### config.mk
export PLATFORM = sky130hd
export DESIGN_NAME = seq_tx
export DESIGN_NICKNAME = d
export VERILOG_FILES = /design/src/rtl/seq_tx.sv
export SDC_FILE = /design/constraint.sdc
export NUM_CORES = 1
export LEC_CHECK = 0
export ABC_AREA = 1
export CORE_UTILIZATION = 55
export CTS_CLUSTER_DIAMETER = 120
export DETAILED_ROUTE_END_ITERATION = 10
export PLACE_DENSITY_LB_ADDON = 0.12
export SLEW_MARGIN = 25
export SYNTH_ARGS = -nofsm -noshare
export SYNTH_HDL_FRONTEND = slang
export SYNTH_SLANG_ARGS = --single-unit
export TNS_END_PERCENT = 30
### constraint.sdc
create_clock -name clk -period 3.1 [get_ports clk]
set_input_delay 0.775 -clock clk [delete_from_list [all_inputs] [get_ports clk]]
set_output_delay 0.775 -clock clk [all_outputs]
set_load 0.05 [all_outputs]
### src/rtl/seq_tx.sv
// Pattern serializer: sends a captured pattern MSB first, R times, with an
// optional idle gap between repetitions and a programmable bit period.
module seq_tx #(
  parameter int               PAT_W   = 4,
  parameter int               CNT_W   = 4,
  parameter int               DIV_W   = 4,
  parameter logic [PAT_W-1:0] DEF_PAT = PAT_W'(4'b0111)
) (
  input  logic             clk,
  input  logic             rst,
  input  logic             start,
  input  logic             use_def,
  input  logic [PAT_W-1:0] pattern,
  input  logic [CNT_W-1:0] repeat_n,
  input  logic [3:0]       gap,
  input  logic [DIV_W-1:0] bit_div,
  output logic             out,
  output logic             out_valid,
  output logic             busy,
  output logic             done
);

  localparam int               BIT_W    = (PAT_W > 1) ? $clog2(PAT_W) : 1;
  localparam logic [BIT_W-1:0] LAST_BIT = BIT_W'(PAT_W - 1);

  typedef enum logic [1:0] {IDLE, SHIFT, GAP, DONE} state_t;

  state_t           state_q;
  logic [PAT_W-1:0] pat_q;
  logic [PAT_W-1:0] sr_q;
  logic [DIV_W-1:0] div_cfg_q;
  logic [DIV_W-1:0] div_q;
  logic [3:0]       gap_cfg_q;
  logic [3:0]       gap_q;
  logic [CNT_W-1:0] rep_q;
  logic [BIT_W-1:0] bit_q;

  logic [PAT_W-1:0] pat_d;
  logic [CNT_W-1:0] rep_d;

  // rep_q holds repetitions still to come after the current one.
  assign pat_d = use_def ? DEF_PAT : pattern;
  assign rep_d = (repeat_n == '0) ? '0 : repeat_n - CNT_W'(1);

  always_ff @(posedge clk or negedge rst) begin
    if (!rst) begin
      state_q   <= IDLE;
      pat_q     <= '0;
      sr_q      <= '0;
      div_cfg_q <= '0;
      div_q     <= '0;
      gap_cfg_q <= '0;
      gap_q     <= '0;
      rep_q     <= '0;
      bit_q     <= '0;
      out       <= 1'b0;
      out_valid <= 1'b0;
      busy      <= 1'b0;
      done      <= 1'b0;
    end else begin
      // Outputs are a registered view of the state, one cycle behind it.
      out       <= (state_q == SHIFT) && sr_q[PAT_W-1];
      out_valid <= (state_q == SHIFT);
      busy      <= (state_q == SHIFT) || (state_q == GAP);
      done      <= (state_q == DONE);

      case (state_q)
        IDLE: begin
          if (start) begin
            pat_q     <= pat_d;
            sr_q      <= pat_d;
            div_cfg_q <= bit_div;
            gap_cfg_q <= gap;
            rep_q     <= rep_d;
            div_q     <= '0;
            bit_q     <= '0;
            state_q   <= SHIFT;
          end
        end
        SHIFT: begin
          if (div_q == div_cfg_q) begin
            div_q <= '0;
            if (bit_q == LAST_BIT) begin
              bit_q <= '0;
              if (rep_q == '0) begin
                state_q <= DONE;
              end else begin
                rep_q <= rep_q - CNT_W'(1);
                if (gap_cfg_q == 4'd0) begin
                  sr_q <= pat_q;
                end else begin
                  gap_q   <= gap_cfg_q - 4'd1;
                  state_q <= GAP;
                end
              end
            end else begin
              bit_q <= bit_q + BIT_W'(1);
              sr_q  <= sr_q << 1;
            end
          end else begin
            div_q <= div_q + DIV_W'(1);
          end
        end
        GAP: begin
          if (gap_q == 4'd0) begin
            sr_q    <= pat_q;
            state_q <= SHIFT;
          end else begin
            gap_q <= gap_q - 4'd1;
          end
        end
        DONE: begin
          state_q <= IDLE;
        end
        default: begin
          state_q <= IDLE;
        end
      endcase
    end
  end

endmodule

# == Yosys cells after proc, flatten, opt, wreduce, memory -nomap -nowiden ==
# Cells that the tools add are included.
# op_classes
addsub,6
eq_ne,15
muxes,34
n_reduce_logical,17
# op_table
cell,n
two-way mux 4 bit,19
one-hot mux 4 bit (2 select lines),3
two-way mux 2 bit,9
logical NOT 4 bit,4
"subtractor 4 x 1 -> 4 bit, second input constant",4
one-hot mux 4 bit (3 select lines),1
AND reduction 6 bit,2
AND reduction 5 bit,2
"inequality test 2 bit, second input constant",4
one-hot mux 2 bit (4 select lines),1
"== test 2 bit, second input constant",3
"inequality test 2 x 1 -> 1 bit, second input constant",3
"inequality test 3 bit, second input constant",2
"adder 4 x 1 -> 4 bit, second input constant",1
== test 4 bit,1
one-hot mux 2 bit (2 select lines),1
AND reduction 2 bit,2
nonzero test 2 bit,2
"inequality test 3 x 2 -> 1 bit, second input constant",1
AND reduction 3 bit,1
nonzero test 3 bit,1
"adder 2 x 1 -> 2 bit, second input constant",1
"== test 2 x 1 -> 1 bit, second input constant",1
logical NOT 2 bit,1
other kinds (2),2
# totals
regBits,36
in_bits,20
output_inout_bits,4
elab_cells,85

# == Logic depth before layout (Yosys ltp) ==
# logic_depth
ltp_word,6
depth_mapped,11
depth_no_buf,10

# == Worst setup path before layout ==
# OpenSTA, ideal clock, no wires.
# synth_path
path_kind,register -> register
start,register state_q[0]
end,register gap_q[2]
setup_time_ps,117
t_arrival_ps,1401
setup_slack_ps,1582
stages_incl_launch_ff,11
n_path_buf,1
cell_sequence,dfrtp_1 > inv_1 > ha_1 > buf_4 > inv_2 > nand2_1 > nand2_1 > ha_1 > xor2_1 > nand4_1 > nand2_1
# synth_via
elab_chain_cells,3
# synth_rtl
item,line_no,rtl
start: declaration,28,state_t state_q;
start signal: assignment,47,state_q <= IDLE;
start signal: assignment,77,state_q <= SHIFT;
start signal: assignment,86,state_q <= DONE;
== test 2 bit or == test 2 x 1 -> 1 bit (tied branches),67,case (state_q)
"inequality test 2 bit (no line), or another cell as far along",--,
AND reduction 6 bit (no line),--,
end signal: assignment,92,gap_q <= gap_cfg_q - 4'd1;
end signal: assignment,109,gap_q <= gap_q - 4'd1;
end: declaration,34,logic [3:0] gap_q;
# Several ways; a longest one is shown, not always the timed one.
# A chain may end at the register's enable or synchronous reset.

# == Worst setup path in the final report ==
# layout_path
start,register out_valid
end,output out_valid
# layout_lines
item,line_no,rtl
start: declaration,18,"output logic out_valid,"
start signal: assignment,63,out_valid <= (state_q == SHIFT);
# No word-level cell between the ends.

==> results_dict.tcl <==
set metrics [dict create \
    port_buffers 23 \
    post-cts-setup-buffers 0 \
    yosysWarnings 0 \
    grt_util_all_layers 0.235 \
    dr.pass1.iters 4 \
    synth.avg_cell_area_um2 7.43 \
    cp.required_ns 2.32 \
    status "completed" \
    worst_ep_arrival_time_ns 1.42 \
    netlist_area_um2 2160 \
    finalSetupViolCount 0 \
    cp-end-kind "primary output" \
    cp_top_family "buffers and inverters" \
    worstPathCellList "clkdlybuf4s50_1" \
    initial_core_util 0.582 \
    swShare 0.472 \
    setup_tns_ns 0 \
    async_flop_share 1.00 \
    final.period_utilization 0.709 \
    grt_max_degree 37 \
    comb_power_share 0.539 \
    ir_worst_vdd_v 0.000509 \
    synth_area_leaders "dfrtp_1 42%, nand2_1 19%, inv_1 5.6%" \
    ys_ff_latch 36 \
    grtUsageMet3 0.0563 \
    syn_inst 291 \
    clkPwrFrac 0.136 \
    die_w_um 64.7 \
    leakage_nw 1.28 \
    clkSinkCount 36 \
    yosysMostFrequentCell "nand2_1" \
    gp_congestion 0.838 \
    path_max_fanout 1 \
    critPathLaunchType "register" \
    drt_first_iter_violations 88 \
    power.density_nw_per_um2 1010 \
    grt_use_met1 0.300 \
    antenna_cells 0 \
    core_um2 3720 \
    hold_ws_ns 0.464 \
    grt_most_used_layer "met2" \
    die_h_um 64.7 \
    wirelength_mm 4.19 \
    h-tree-depth 2 \
    worstMarginPinSlew_ns 0.539 \
    nets 343 \
    path_buf_inv 1 \
    drc 0 \
    p_sw_mw 1.19 \
    final_hold_viol_count 0 \
    synth_nets 319 \
    met2_usage 0.382 \
    clk_latency_ns 0.29 \
    root_buffer "clkbuf_8" \
    synthFlopType "dfrtp_1" \
    cts_resized 0 \
    hold_path.class "reg -> reg" \
    syn2layout_area_growth_pct 15.3 \
    crit_type "reg -> out" \
    rows 22 \
    synth_edf_count 0 \
    cts_buffers 5 \
    grt_pass1_vias 1758 \
    cts_hold_buf 0 \
    slowest_stage "clkdlybuf4s50_1" \
    max_freq_mhz 455 \
    vias 1839 \
    grt_pass1_wl_mm 7.50 \
    io_pins 24 \
    cts_tree "yes" \
    yosysUniqueCellTypes 28 \
    viasPerCell 5.05 \
    wire_per_inst_um 11.5 \
    p_seq_frac 0.325 \
    dp_worst_setup_slack_ns 0.829 \
    clk_transition_reported_paths_ns 0.07 \
    skew_ns 0.00202 \
    antenna_found_initial 0 \
    synth_top_area_frac 0.417 \
    maxSlewHeadroom 0.641 \
    grt-ovfl-total 0 \
    dp_hpwl_mm 3.15 \
    rsz0062_at_grt "no" \
    post-route-min-period_ns 2.20 \
    clockBufferDepth 2 \
    synth_common_cells "111 x nand2_1, 36 x dfrtp_1, 32 x inv_1" \
    dieArea_um2 4190 \
    setup_ws_ns 0.903 \
    slew_violations 0 \
    final_cell_area_um2 2490 \
    drive_gt1_frac 0.0791 \
    internal-power_mw 1.33 \
    maxCapViolations 0 \
    placed_area_um2 2400 \
    ant_nets 0 \
    seq_area_frac_synth 0.417 \
    yosys.area.top_type "dfrtp_1" \
    slowest_delay_ns 0.79 \
]
## sequential cells by signal, summed over array words and instances (netlist names)
name,count
bit_q,2
busy,1
div_cfg_q,4
div_q,4
done,1
gap_cfg_q,4
gap_q,4
out,1
out_valid,1
pat_q,4
rep_q,4
sr_q,4
state_q,2
## logic make-up after synthesis
group / share of synthesized area
AND/OR/NAND/NOR: 0.366
XOR/XNOR: 0.0162
adder cells (fa/ha/maj): 0.0463
AO/OA/AOI/OAI: 0.0660
flip-flops: 0.417
buffers and inverters: 0.0891
## per-layer routing
| layer | share of wire | vias to the layer above | wire [um] |
|---|---|---|---|
| met5 | 0 | - | 0 |
| met4 | 0.014 | 0 | 59 |
| met3 | 0.040 | 6 | 167 |
| met2 | 0.46 | 32 | 1930 |
| met1 | 0.48 | 836 | 2030 |
| li1 | - | 965 | - |
## power by group through the flow
stage          Combinational, mW  Clock, mW  Sequential (mW)
2_1_floorplan               1.08          0            0.855
3_3_place_gp                1.32          0            0.819
3_5_place_dp                1.36          0            0.825
4_1_cts                     1.36      0.348            0.817
5_1_grt                     1.57      0.370            0.841
6_report                    1.36      0.343            0.817
## path summary, 6_finish.rpt
check	startpoint	endpoint	slack, ns	cells past startpoint
max in group asynchronous	rst	pat_q[1]$_DFFE_PN0P_	1.86	2
worst max-delay path	out_valid$_DFF_PN0_	out_valid	0.90	1
worst min-delay path	sr_q[3]$_DFFE_PN0P_	out$_DFF_PN0_	0.46	2
worst min register to register	sr_q[3]$_DFFE_PN0P_	out$_DFF_PN0_	0.46	2
min in group asynchronous	rst	div_cfg_q[2]$_DFFE_PN0P_	0.90	2
worst max register to register	state_q[1]$_DFFE_PN0P_	div_q[2]$_DFFE_PN0P_	0.97	7
## cells in the final DEF (no fill, tap or decap), drive strengths merged
| master | n |
|---|---|
| a31oi | 3 |
| xor2 | 4 |
| inv | 33 |
| nand3b | 1 |
| clkinv | 1 |
| a21boi | 1 |
| clkdlybuf4s50 | 23 |
| nor2 | 23 |
| ha | 8 |
| a21oi | 1 |
| o21ai | 20 |
| or2 | 3 |
| nand2 | 116 |
| clkbuf | 8 |
| nand4 | 12 |
| buf | 2 |
| dfrtp | 36 |
| nand3 | 21 |
## per-stage QoR
step / total power [mW] / cells / utilization
final: 2.52 / 364 / 0.671
after global routing: 2.78 / 364 / 0.671
after CTS: 2.53 / 364 / 0.671
after detailed placement: 2.18 / 356 / 0.646
after global placement: 2.14 / 356 / 0.646
after floorplan: 1.93 / 291 / -
## layout make-up
class | instances | area (um2)
fillers | 329 | 1220
well taps | 48 | 60.1
inverters | 34 | 128
repair buffers | 25 | 245
flip-flops and latches | 36 | 901
clock buffers | 8 | 90.1
multi-input cells | 213 | 1070
No activity file was read; power rests on OpenSTA's default activity.
